File: src/rtl/game_round_sequencer.sv
// Round controller for the reaction game: IDLE -> START -> PLAY -> FINISH, paced by a 1 Hz tick enable.
// Tracks completed rounds and the best signed score; define GAME_PAUSE_EN to add a countdown-freezing pause input.
module game_round_sequencer #(
    parameter int PLAYERS      = 2,
    parameter int SCORE_W      = 11,
    parameter int START_TICKS  = 3,
    parameter int GAME_TICKS   = 30,
    parameter int FINISH_TICKS = 5,
    parameter int GAMES_W      = 4
) (
    input  logic                       clk,
    input  logic                       resetAll_n,
    input  logic                       tick_1hz,
    input  logic                       resetGame,
    input  logic                       go,
`ifdef GAME_PAUSE_EN
    input  logic                       pause,
`endif
    input  logic [PLAYERS*SCORE_W-1:0] score_in,
    output logic [1:0]                 state,
    output logic [7:0]                 countdown,
    output logic                       init_pulse,
    output logic                       round_done,
    output logic [GAMES_W-1:0]         games_played,
    output logic [SCORE_W-1:0]         high_score,
    output logic [2:0]                 high_player,
    output logic                       high_valid,
    output logic                       new_high
);

    generate
        if (PLAYERS < 1 || PLAYERS > 8) begin : g_bad_players
            $error("game_round_sequencer: PLAYERS must be 1..8");
        end
        if (START_TICKS < 1 || START_TICKS > 255) begin : g_bad_start
            $error("game_round_sequencer: START_TICKS must be 1..255");
        end
        if (GAME_TICKS < 1 || GAME_TICKS > 255) begin : g_bad_game
            $error("game_round_sequencer: GAME_TICKS must be 1..255");
        end
        if (FINISH_TICKS < 1 || FINISH_TICKS > 255) begin : g_bad_finish
            $error("game_round_sequencer: FINISH_TICKS must be 1..255");
        end
        if (SCORE_W < 2 || GAMES_W < 1) begin : g_bad_width
            $error("game_round_sequencer: SCORE_W must be >=2 and GAMES_W >=1");
        end
    endgenerate

    typedef enum logic [1:0] {
        IDLE   = 2'b00,
        START  = 2'b01,
        PLAY   = 2'b10,
        FINISH = 2'b11
    } state_t;

    state_t state_q;
    logic   run;

    assign state = state_q;

`ifdef GAME_PAUSE_EN
    // Pause only freezes the timed phases before the finish window.
    assign run = tick_1hz && !(pause && (state_q == START || state_q == PLAY));
`else
    assign run = tick_1hz;
`endif

    // Signed maximum across players; strict compare keeps the lowest index on ties.
    logic signed [SCORE_W-1:0] best_score;
    logic        [2:0]         best_idx;

    always_comb begin
        best_score = $signed(score_in[SCORE_W-1:0]);
        best_idx   = 3'd0;
        for (int p = 1; p < PLAYERS; p++) begin
            if ($signed(score_in[p*SCORE_W +: SCORE_W]) > best_score) begin
                best_score = $signed(score_in[p*SCORE_W +: SCORE_W]);
                best_idx   = 3'(p);
            end
        end
    end

    always_ff @(posedge clk or negedge resetAll_n) begin
        if (!resetAll_n) begin
            state_q      <= IDLE;
            countdown    <= 8'd0;
            init_pulse   <= 1'b0;
            round_done   <= 1'b0;
            games_played <= '0;
            high_score   <= '0;
            high_player  <= 3'd0;
            high_valid   <= 1'b0;
            new_high     <= 1'b0;
        end else begin
            init_pulse <= 1'b0;
            round_done <= 1'b0;
            new_high   <= 1'b0;
            if (resetGame) begin
                state_q    <= IDLE;
                countdown  <= 8'd0;
                init_pulse <= 1'b1;
            end else begin
                case (state_q)
                    IDLE: begin
                        if (go) begin
                            state_q    <= START;
                            countdown  <= 8'(START_TICKS);
                            init_pulse <= 1'b1;
                        end
                    end
                    START: begin
                        if (run) begin
                            if (countdown == 8'd1) begin
                                state_q    <= PLAY;
                                countdown  <= 8'(GAME_TICKS);
                                init_pulse <= 1'b1;
                            end else begin
                                countdown <= countdown - 8'd1;
                            end
                        end
                    end
                    PLAY: begin
                        if (run) begin
                            if (countdown == 8'd1) begin
                                state_q    <= FINISH;
                                countdown  <= 8'(FINISH_TICKS);
                                init_pulse <= 1'b1;
                                round_done <= 1'b1;
                                if (games_played != {GAMES_W{1'b1}})
                                    games_played <= games_played + 1'b1;
                                if (!high_valid || best_score > $signed(high_score)) begin
                                    high_score  <= best_score;
                                    high_player <= best_idx;
                                    high_valid  <= 1'b1;
                                    new_high    <= 1'b1;
                                end
                            end else begin
                                countdown <= countdown - 8'd1;
                            end
                        end
                    end
                    FINISH: begin
                        if (run) begin
                            if (countdown == 8'd1) begin
                                state_q    <= IDLE;
                                countdown  <= 8'd0;
                                init_pulse <= 1'b1;
                            end else begin
                                countdown <= countdown - 8'd1;
                            end
                        end
                    end
                    default: begin
                        state_q   <= IDLE;
                        countdown <= 8'd0;
                    end
                endcase
            end
        end
    end

endmodule

File: config.mk
export PLATFORM = sky130hd
export DESIGN_NAME = game_round_sequencer
export DESIGN_NICKNAME = d
export VERILOG_FILES = /design/src/rtl/game_round_sequencer.sv
export SDC_FILE = /design/constraint.sdc
export NUM_CORES = 1
export LEC_CHECK = 0
export ABC_AREA = 0
export BUFFER_PORTS_ARGS = -buffer_cell sky130_fd_sc_hd__buf_2
export CAP_MARGIN = 10
export CORE_UTILIZATION = 55
export DETAILED_ROUTE_END_ITERATION = 10
export HOLD_SLACK_MARGIN = 0.12
export PLACE_DENSITY = 0.89
export REMOVE_ABC_BUFFERS = 1
export SLEW_MARGIN = 20
export SYNTH_ARGS = -nofsm -noshare
export SYNTH_HDL_FRONTEND = slang
export SYNTH_SLANG_ARGS = --single-unit
File: constraint.sdc
create_clock -name clk -period 4.2 [get_ports clk]
set_clock_uncertainty 0.2 [all_clocks]
set_input_delay 0.42 -clock clk [delete_from_list [all_inputs] [get_ports clk]]
set_output_delay 0.42 -clock clk [all_outputs]
set_load 0.005 [all_outputs]
==> results of run 1 <==
[synth_stat cells, drive strengths merged]
master | number | area, sq um
o21a | 2 | 15.0
nand2b | 4 | 25.0
a221oi | 1 | 8.76
nor4 | 2 | 12.5
mux2i | 1 | 10.0
xor2 | 4 | 35.0
nand4b | 1 | 8.76
nand4 | 7 | 50.1
o2111ai | 1 | 8.76
o21bai | 1 | 7.51
and4 | 1 | 8.76
and3b | 1 | 8.76
a21boi | 1 | 7.51
nor2b | 2 | 12.5
inv | 30 | 113
a211oi | 1 | 12.5
a211o | 3 | 26.3
a21o | 3 | 22.5
nand3 | 2 | 10.0
and3 | 1 | 6.26
a21oi | 22 | 159
dfrtp | 30 | 751
o21ai | 17 | 85.1
nor4bb | 1 | 10.0
o31a | 1 | 8.76
xnor2 | 3 | 26.3
a31oi | 13 | 150
o211ai | 13 | 97.6
nand3b | 3 | 22.5
buf | 7 | 52.5
nor3 | 5 | 35.0
nor4b | 1 | 23.8
mux2 | 3 | 33.8
clkbuf | 2 | 7.51
conb | 1 | 3.75
or3 | 2 | 17.5
o2bb2ai | 3 | 26.3
nand2 | 15 | 56.3
a2111o | 1 | 11.3
and2 | 2 | 15.0
or2 | 1 | 6.26
nor2 | 16 | 60.1
ha | 30 | 375
[cell families (layout without fill, tap and decap cells)]
logic type               after synthesis  after routing  synth area share [%]
AO/OA/AOI/OAI                         83             83                  26.5
XOR/XNOR                               7              7                  2.51
adder cells (fa/ha/maj)               30             30                  15.4
buffers and inverters                 39             98                  7.07
flip-flops                            30             30                  30.7
multiplexers                           4              4                  1.79
other                                  1              2                 0.153
AND/OR/NAND/NOR                       67             67                  15.9
[power by group through the flow]
stage | sequential, mW | clock (mW) | combinational [mW]
finish | 0.489 | 0.211 | 0.837
global route | 0.502 | 0.229 | 0.942
CTS | 0.490 | 0.215 | 0.839
detailed placement | 0.493 | 0 | 0.828
global placement | 0.489 | 0 | 0.804
floorplan | 0.486 | 0 | 0.582
[cell type report]
class,instances,area [sq um],share of cell area (%)
multi-input cells,193,1520,53.5
flip-flops and latches,30,751,26.4
repair buffers,61,320,11.3
inverters,30,113,3.96
clock buffers,7,76.3,2.68
well taps,50,62.6,2.20
[cell usage in the layout, fill, tap and decap left out, drive strengths merged, types with 5 or more instances in the layout]
| cell | instances |
|---|---|
| a21oi | 22 |
| a31oi | 13 |
| buf | 60 |
| clkbuf | 7 |
| dfrtp | 30 |
| ha | 30 |
| inv | 30 |
| nand2 | 15 |
| nand4 | 7 |
| nor2 | 16 |
| nor3 | 5 |
| o211ai | 13 |
| o21ai | 17 |
[critical path, delay by kind of cell]
kind | cells | cell delay [ns]
AO/OA/AOI/OAI | 6 | 1.64
adder cells (fa/ha/maj) | 2 | 0.47
AND/OR/NAND/NOR | 3 | 0.63
buffers and inverters | 2 | 0.13
multiplexers | 1 | 0.35
[routing by layer]
metal  vias up  wire length [um]
met1      1057              2490
met2        68              2720
met3         9               221
li1       1062                 -
met5         -                 0
met4         0                80
[sequential cells by signal, summed over array words and instances, names as in the netlist]
| register | count |
|---|---|
| countdown | 8 |
| games_played | 4 |
| high_player | 1 |
| high_score | 11 |
| high_valid | 1 |
| init_pulse | 1 |
| new_high | 1 |
| round_done | 1 |
| state | 2 |
[how the worst max path moves through the flow]
| stage | from | endpoint | slack [ns] | depth (start not counted) |
|---|---|---|---|---|
| 6_report | score_in[8] | high_player[0] | 0.48 | 14 |
| 2_1_floorplan | score_in[10] | high_player[0] | -0.04 | 13 |
| 4_1_cts | score_in[8] | high_player[0] | 0.56 | 14 |
| 3_5_place_dp | score_in[8] | high_player[0] | 0.27 | 14 |
| 3_3_place_gp | score_in[10] | high_player[0] | 0.42 | 14 |
| 5_1_grt | score_in[8] | high_player[0] | 0.28 | 14 |
==> impl_results.md, run 1 <==
- Final ANT Viol Nets: 0
- Fin area: ~0.0028 sq mm
- # setup viols final: 0
- Core area: 0.00414 sq mm
- CTS clk-pin slew, worst paths: 0.06 ns
- Post-CTS Resized: 0
- Gp weighted congestion: 0.868
- Worst-skew pair later-pin latency: 0.28 ns
- R2R depth: 7
- GR Layer Usage met2: 39.1%
- Flops & latches, synth: 30
- Hold-fix buffers at CTS: 1
- Final-stage net count: 378
- Worst EP arrival: 3.66 ns
- Die area: 0.00471 sq mm
- Diode count: 0
- Most Crowded Layer GR: met2
- Crit path required time: between 4 and 5 ns
- R2R Path End: high_player[0]
- Area after DPL: 0.00276 sq mm
- Initial DRC Count: 138
- Pint: slightly below 0.9 mW
- CTS buffer count: 5
- RSZ-0062 raised after global routing: false
- Fillers: 333
- Setup TNS: 0 ns
- CP max stage cell: o21ai_1
- H-tree levels: 2
- Worst r2r src: countdown[1]
- Worst Setup End Kind: flip-flop
- Leak: 1.44 nW
- Crit-path max cell delay: 0.63 ns
- Switching share of power: 42.5%
- Die X: 68.7 um
- Worst min path class: input pin to flip-flop
- Unique masters post-synth: 54
- Final Core Density: a little under 70%
- Maximum vdd ir drop: 0.351 mV
- DRC violations left: 0
- Cell count after placement: 363
- Largest net degree at the start of global routing: 31
- Status: complete, no violations
- Seq pwr share: 31.8%
- Post-CTS setup buffer count: 0
- IO Count: 59
- CP Max Fanout: 13
- # port buffers: 56
- Peak Freq: 269 MHz
- Slew Limit Fails: 0
- CTS tree: done
- Cells after Synth: 261
- Residual overflow from global routing: 0
- Post-route insts no fill: 371
- Slew margin rel.: 48.1%
- Share of cells above drive strength 1: a little under a third
- Clock Path Buffers: 2
- Hold Fails Final Rpt: 0
- Comb pwr share: 54.5%
- Mapped Area: 0.00244 sq mm
- Max-Cap Viols: 0
- Starting Density: 59.0%
- Worst-Margin Slew: just under 0.8 ns
- Total GRT Usage: 24.6%
- Met3 usage: 4.28%
- DR pass1 iterations: 4
- Critical Path, Cell by Cell: buf_2 -> inv_1 -> ha_1 -> a21oi_1 -> o211ai_1 -> o21ai_1 -> o21ai_0 -> nand2_1 -> ha_1 -> nand4_1 -> a211o_1 -> o2111ai_1 -> and2_4 -> mux2_1
- Worst setup SP type: input pin
- Initial antenna violation count: 0
- Syn Area/Cell: between 9 and 10 sq um
- R2R setup slack: 1.82 ns
- Sw power: 0.654 mW
- Final worst slack: 0.485 ns
- Global routing usage on met1: 33.0%
- FP Rows: 23
- Critical setup path kind: input pin to flip-flop
- WHS Path Cells: 2
- Area grow syn2layout: 16.5%
- Power Dens Cells: around 540 mW/mm^2
- Via Count: 2196
- Root Driver: clkbuf_8
- Post-route minimum period: ~3.7 ns
- Die Y: approximately 69 um
- Critical path's most frequent cell: ha_1
- HPWL Detailed: 4.30 mm
- Hold_sp: go
- Worst slack, placed: 0.271 ns
- Vias in the first global route: slightly below 2000
- Number of clock sinks: 30
- Final period utilization: 88.5%
- Via-to-Cell Ratio: 5.92
- Synth warnings: 0
- Hold Path End: init_pulse
- Seq/Total Area, Yosys: 30.7%
- Drt total wl: 5.51 mm
- Clock power frac: 13.7%
- Global-route wire length before repair: 8.54 mm
- Drt wl/cell: 14.9 um
- Worst hold slack: 0.201 ns
- Overall power: between 1.5 and 2 mW
Power figures use the tool's default switching activity.
==> run 2: changes to the inputs <==
--- a/config.mk
+++ b/config.mk
@@ -6,7 +6,7 @@
 export NUM_CORES = 1
 export LEC_CHECK = 0
 export ABC_AREA = 0
-export BUFFER_PORTS_ARGS = -buffer_cell sky130_fd_sc_hd__buf_2
+export BUFFER_PORTS_ARGS = -buffer_cell sky130_fd_sc_hd__buf_4
 export CAP_MARGIN = 10
 export CORE_UTILIZATION = 55
 export DETAILED_ROUTE_END_ITERATION = 10
==> impl_results.md, run 2 (synthesis gave the netlist of run 1 again) <==
- Critical Path, Cell by Cell: buf_4 -> inv_1 -> ha_1 -> a21oi_1 -> o211ai_1 -> o21ai_1 -> o21ai_0 -> nand2_1 -> ha_1 -> nand4_1 -> a211o_1 -> o2111ai_1 -> and2_4 -> mux2_1
- Crit path required time: 4.17 ns
- Total GRT Usage: about a quarter
- Leading cell type in the layout, fill and taps excluded: buf_4
- CTS clk-pin slew, worst paths: ~0.06 ns
- Maximum vdd ir drop: roughly 0.37 mV
- Power Dens Cells: 540 mW/mm^2
- Worst path bufs/invs: 2
- Gp weighted congestion: 0.883
- DR pass1 iterations: 4
- Max-Cap Viols: 0
- Post-route insts no fill: 370
- Worst EP arrival: 3.63 ns
- Status: complete, no violations
- HPWL Detailed: 4.34 mm
- Share of cells above drive strength 1: 30.6%
- # port buffers: 56
- Number of clock sinks: 30
- Global-route wire length before repair: 8.52 mm
- CTS buffer count: 5
- Largest net degree at the start of global routing: 31
- Top Registers: high_score: 11 flops, countdown: 8 flops, games_played: 4 flops
- Fin area: 0.00299 sq mm
- Slew margin rel.: 49.0%
- Max FFs per register: 11
- Post-route minimum period: between 3 and 4 ns
- Hold-fix buffers at CTS: 1
- Diode count: 0
- Drt total wl: 5.55 mm
- Die Y: 68.7 um
- Crit-path max cell delay: 0.62 ns
- Worst Setup End Kind: flip-flop
- Initial antenna violation count: 0
- Drt wl/cell: 15.0 um
- CP Max Fanout: 13
- RSZ-0062 raised after global routing: false
- Die X: 68.7 um
- # setup viols final: 0
- Hold Fails Final Rpt: 0
- Vias in the first global route: 1918
- Cell count after placement: 363
- Final ANT Viol Nets: 0
- Initial DRC Count: ~130
- Starting Density: 59.0%
- Leak: 1.47 nW
- Worst-skew pair later-pin latency: around 0.28 ns
- Residual overflow from global routing: 0
- Clock Path Buffers: 2
- Peak Freq: between 200 and 300 MHz
- Top reg by flops: high_score
- Top delay family on crit path: compound AO/OA/AOI/OAI gates
- H-tree levels: 2
- DRC violations left: 0
- Worst min path class: input pin to flip-flop
- Final Core Density: 72.2%
- Core area: roughly 0.0041 sq mm
- IO Count: a little under 60
- FP Rows: 23
- Final-stage net count: roughly 380
- Area after DPL: between 0.002 and 0.003 sq mm
- Critical setup path kind: input pin to flip-flop
- Via Count: 2158
- Worst setup SP type: input pin
- Root Driver: clkbuf_8
- CP max stage cell: o21ai_1
- Die area: 0.00471 sq mm
- Worst-Margin Slew: 0.759 ns
- Post-CTS setup buffer count: 0
- Commonest non-fill, non-tap cells in the layout: buf_4, inv_1, ha_1, dfrtp_1, nor2_1
- Setup TNS: 0 ns
- Via-to-Cell Ratio: 5.83
- Critical path's most frequent cell: ha_1
- Final period utilization: 87.3%
- CTS tree: done
- Slew Limit Fails: 0
- Post-CTS Resized: 0
- Area grow syn2layout: 22.5%
==> run 2: path summary, 6_finish.rpt <==
kind	start	end	slack, ns	cells past startpoint
worst max-delay path	score_in[8]	high_player[0]	0.53	14
worst min register to register	games_played[3]	games_played[3]	0.31	1
min in group asynchronous	resetAll_n	countdown[1]	0.40	2
worst max register to register	high_score[10]	high_player[0]	1.87	7
worst min-delay path	go	init_pulse	0.16	2
max in group asynchronous	resetAll_n	countdown[2]	3.12	2
==> run 2: metal layers <==
metal	vias to the layer above	wire, um	global-route usage, %
met5	-	0	0
met4	0	130	11.2
met3	15	242	4.61
met2	63	2670	39.6
met1	1022	2500	32.1
li1	1058	-	-
==> run 2: through the flow <==
stage | setup slack (ns) | total power, mW | hold slack (ns)
after floorplan | -0.0354 | 1.07 | -0.0756
after global placement | 0.408 | 1.35 | 0.170
after detailed placement | 0.282 | 1.38 | 0.173
after CTS | 0.524 | 1.62 | 0.156
after global routing | 0.234 | 1.76 | 0.153
final | 0.533 | 1.62 | 0.161
==> run 2: final cells by class <==
cell class / instances / area, sq um
clock buffer: 6 / 82.6
fill: 327 / 1150
inverter: 30 / 113
multi-input combinational: 193 / 1520
sequential: 30 / 751
tap: 50 / 62.6
timing repair buffer: 61 / 460
==> run 2: power by group <==
part | internal, mW | switching (mW) | leakage (nW)
Clock | 0.126 | 0.104 | 0.0431
Sequential | 0.382 | 0.112 | 0.403
Combinational | 0.440 | 0.450 | 1.03
==> run 3: changes to the inputs <==
--- a/config.mk
+++ b/config.mk
@@ -8,10 +8,10 @@
 export ABC_AREA = 0
 export BUFFER_PORTS_ARGS = -buffer_cell sky130_fd_sc_hd__buf_4
 export CAP_MARGIN = 10
-export CORE_UTILIZATION = 55
+export CORE_MARGIN = 2
+export CORE_UTILIZATION = 49
 export DETAILED_ROUTE_END_ITERATION = 10
-export HOLD_SLACK_MARGIN = 0.12
-export PLACE_DENSITY = 0.89
+export PLACE_DENSITY = 0.84
 export REMOVE_ABC_BUFFERS = 1
 export SLEW_MARGIN = 20
 export SYNTH_ARGS = -nofsm -noshare
==> constraint.sdc (replaced) <==
create_clock -name clk -period 3.3 [get_ports clk]
set_clock_uncertainty 0.2 [all_clocks]
set_input_delay 0.33 -clock clk [delete_from_list [all_inputs] [get_ports clk]]
set_output_delay 0.33 -clock clk [all_outputs]
set_load 0.005 [all_outputs]
==> impl_results.md, run 3 (synthesis gave the netlist of run 1 again) <==
- Crit path required time: between 3 and 4 ns
- Final ANT Viol Nets: 0
- Worst setup SP type: input pin
- Vias in the first global route: ~2300
- Area grow syn2layout: 49.3%
- Crit-path max cell delay: between 0.3 and 0.4 ns
- Initial DRC Count: 271
- Crit path launch: score_in[9]
- Slew Limit Fails: 0
- HPWL Detailed: 5.01 mm
- Critical Path, Cell by Cell: buf_4 -> inv_1 -> ha_1 -> buf_4 -> and4_1 -> o21ai_2 -> buf_4 -> o21ai_1 -> nand2_1 -> ha_1 -> nand4_1 -> a211o_1 -> o2111ai_2 -> and2_4 -> mux2_4
- Clock power frac: ~13%
- Die area: 0.00557 sq mm
- Sw power: 0.982 mW
- Seq pwr share: 27.9%
- Cell count after placement: 430
- CTS buffer count: 5
- Max-Cap Viols: 0
- Via-to-Cell Ratio: between 5 and 6
- Hold Fails Final Rpt: 0
- IO Count: between 50 and 60
- Post-route minimum period: approximately 3.3 ns
- Die X: 74.6 um
- # port buffers: 56
- CTS clk-pin slew, worst paths: 0.07 ns
- Critical setup path kind: input pin to flip-flop
- H-tree levels: 2
- Diode count: 0
- Commonest non-fill, non-tap cells in the layout: buf_4, dfrtp_1, inv_1
- Largest net degree at the start of global routing: 31
- Leak: 1.76 nW
- Post-route insts no fill: 444
- R2R depth: 7
- Top Registers: high_score: 11 flops, countdown: 8 flops, games_played: 4 flops
- Final Core Density: 76.7%
- CTS tree: done
- Storage cell area: 751 sq um
- Worst r2r src: state[0]
- Setup TNS: -0.0654 ns
- Gp weighted congestion: 0.914
- Maximum vdd ir drop: around 0.47 mV
- DR pass1 iterations: 5
- Pint: 1.30 mW
- Clock Path Buffers: 2
- Die Y: 74.6 um
- Global-route wire length before repair: between 10 and 15 mm
- CP max stage cell: a211o_1
- Top reg by flops: high_score
- Number of clock sinks: 30
- Leading cell type in the layout, fill and taps excluded: buf_4
- # setup viols final: 2
- Worst-skew pair later-pin latency: approximately 0.29 ns
- Total GRT Usage: 24.1%
- FP Rows: 25
- Drt total wl: ~7.6 mm
- Fillers: 304
- Via Count: between 2000 and 3000
- Root Driver: clkbuf_8
- Initial antenna violation count: 0
- Residual overflow from global routing: 0
- Core area: about 0.0048 sq mm
- Worst min path class: input pin to flip-flop
- DRC violations left: 0
- Final-stage net count: 434
- R2R Path End: countdown[0]
- CP Max Fanout: 5
- Comb pwr share: 59.3%
- Peak Freq: 299 MHz
- Status: finished, violations left
- Multi-input gate area: 0.00171 sq mm
- Critical path's most frequent cell: buf_4
- Drt wl/cell: ~17 um
- Worst Setup End Kind: flip-flop
- Worst EP arrival: 3.33 ns
- Final worst slack: -0.0469 ns
- R2R setup slack: 1.00 ns
- Switching share of power: around 43%
- Share of cells above drive strength 1: 47.2%
- Max FFs per register: 11
- Starting Density: just over 50%
- Final period utilization: 101%
- CP Capture Point: high_player[0]
- Power Dens Cells: 626 mW/mm^2
- Failing checks: setup timing
-- run 3: changes by cell type in the layout (fill, tap and decap cells not counted), moves of 3 or more --
cell	before	now
ha_1	30	24
buf_6	0	4
buf_4	60	109
ha_4	0	6
o21ai_4	0	3
o21ai_2	0	4
o21ai_1	9	4
-- run 3: metrics by stage --
stage	power, mW	area (sq um)	hold WS [ns]	worst slack (ns)
after floorplan	1.36	2390	-0.166	-0.845
final	2.28	3650	0.0634	-0.0469
after CTS	2.16	3430	0.0593	0.0183
after global placement	1.79	3310	0.0866	-0.284
after detailed placement	1.85	3310	0.0886	-0.402
after global routing	2.44	3650	0.0789	-0.134
-- run 3: worst min-delay path by stage --
stage / startpoint / end / slack (ns) / cells after the start
5_1_grt: go / init_pulse / 0.08 / 2
3_3_place_gp: resetAll_n / countdown[7] / 0.09 / 1
3_5_place_dp: resetAll_n / countdown[7] / 0.09 / 1
6_report: go / init_pulse / 0.06 / 2
2_1_floorplan: resetAll_n / countdown[0] / -0.17 / 0
4_1_cts: go / init_pulse / 0.06 / 2
-- run 3: area by class of cell --
type	count	share of cell area, %
Sequential cell	30	20.6
Inverter	30	3.09
Timing Repair Buffer	116	25.0
Clock buffer	5	1.89
Multi-Input combinational cell	194	46.8
Tap cell	67	2.30
Clock inverter	2	0.274
-- run 3: routing by layer --
metal	vias to the layer above	global-route usage, %	wire length (um)	part of all wire [%]
li1	1182	-	-	-
met1	1241	32.3	3080	41
met2	131	39.4	3880	51
met3	28	3.75	400	5.3
met4	0	8.93	203	2.7
met5	-	0	0	0
-- run 3: power groups by stage --
stage	sequential (mW)	clock, mW	combinational, mW
floorplan	0.618	0	0.741
global placement	0.628	0	1.16
detailed placement	0.636	0	1.21
CTS	0.630	0.293	1.23
global route	0.652	0.311	1.48
finish	0.636	0.293	1.35
-- run 3: worst max-delay path, delay by kind of cell --
family          cells  cell delay, ns
compound gates      4            0.77
fa+ha+maj           2            0.60
buf+inv             4            0.43
simple gates        4            0.88
mux                 1            0.30
-- run 3: repair_timing --
action                                  4_1_cts  5_1_grt
endpoints found under the setup margin       12       13
setup buffers                                 1        4
pin swaps                                     2       18
gates cloned                                  0        1
hold buffers                                  1        0
endpoints found under the hold margin        30        0
gates resized for setup                       5       30
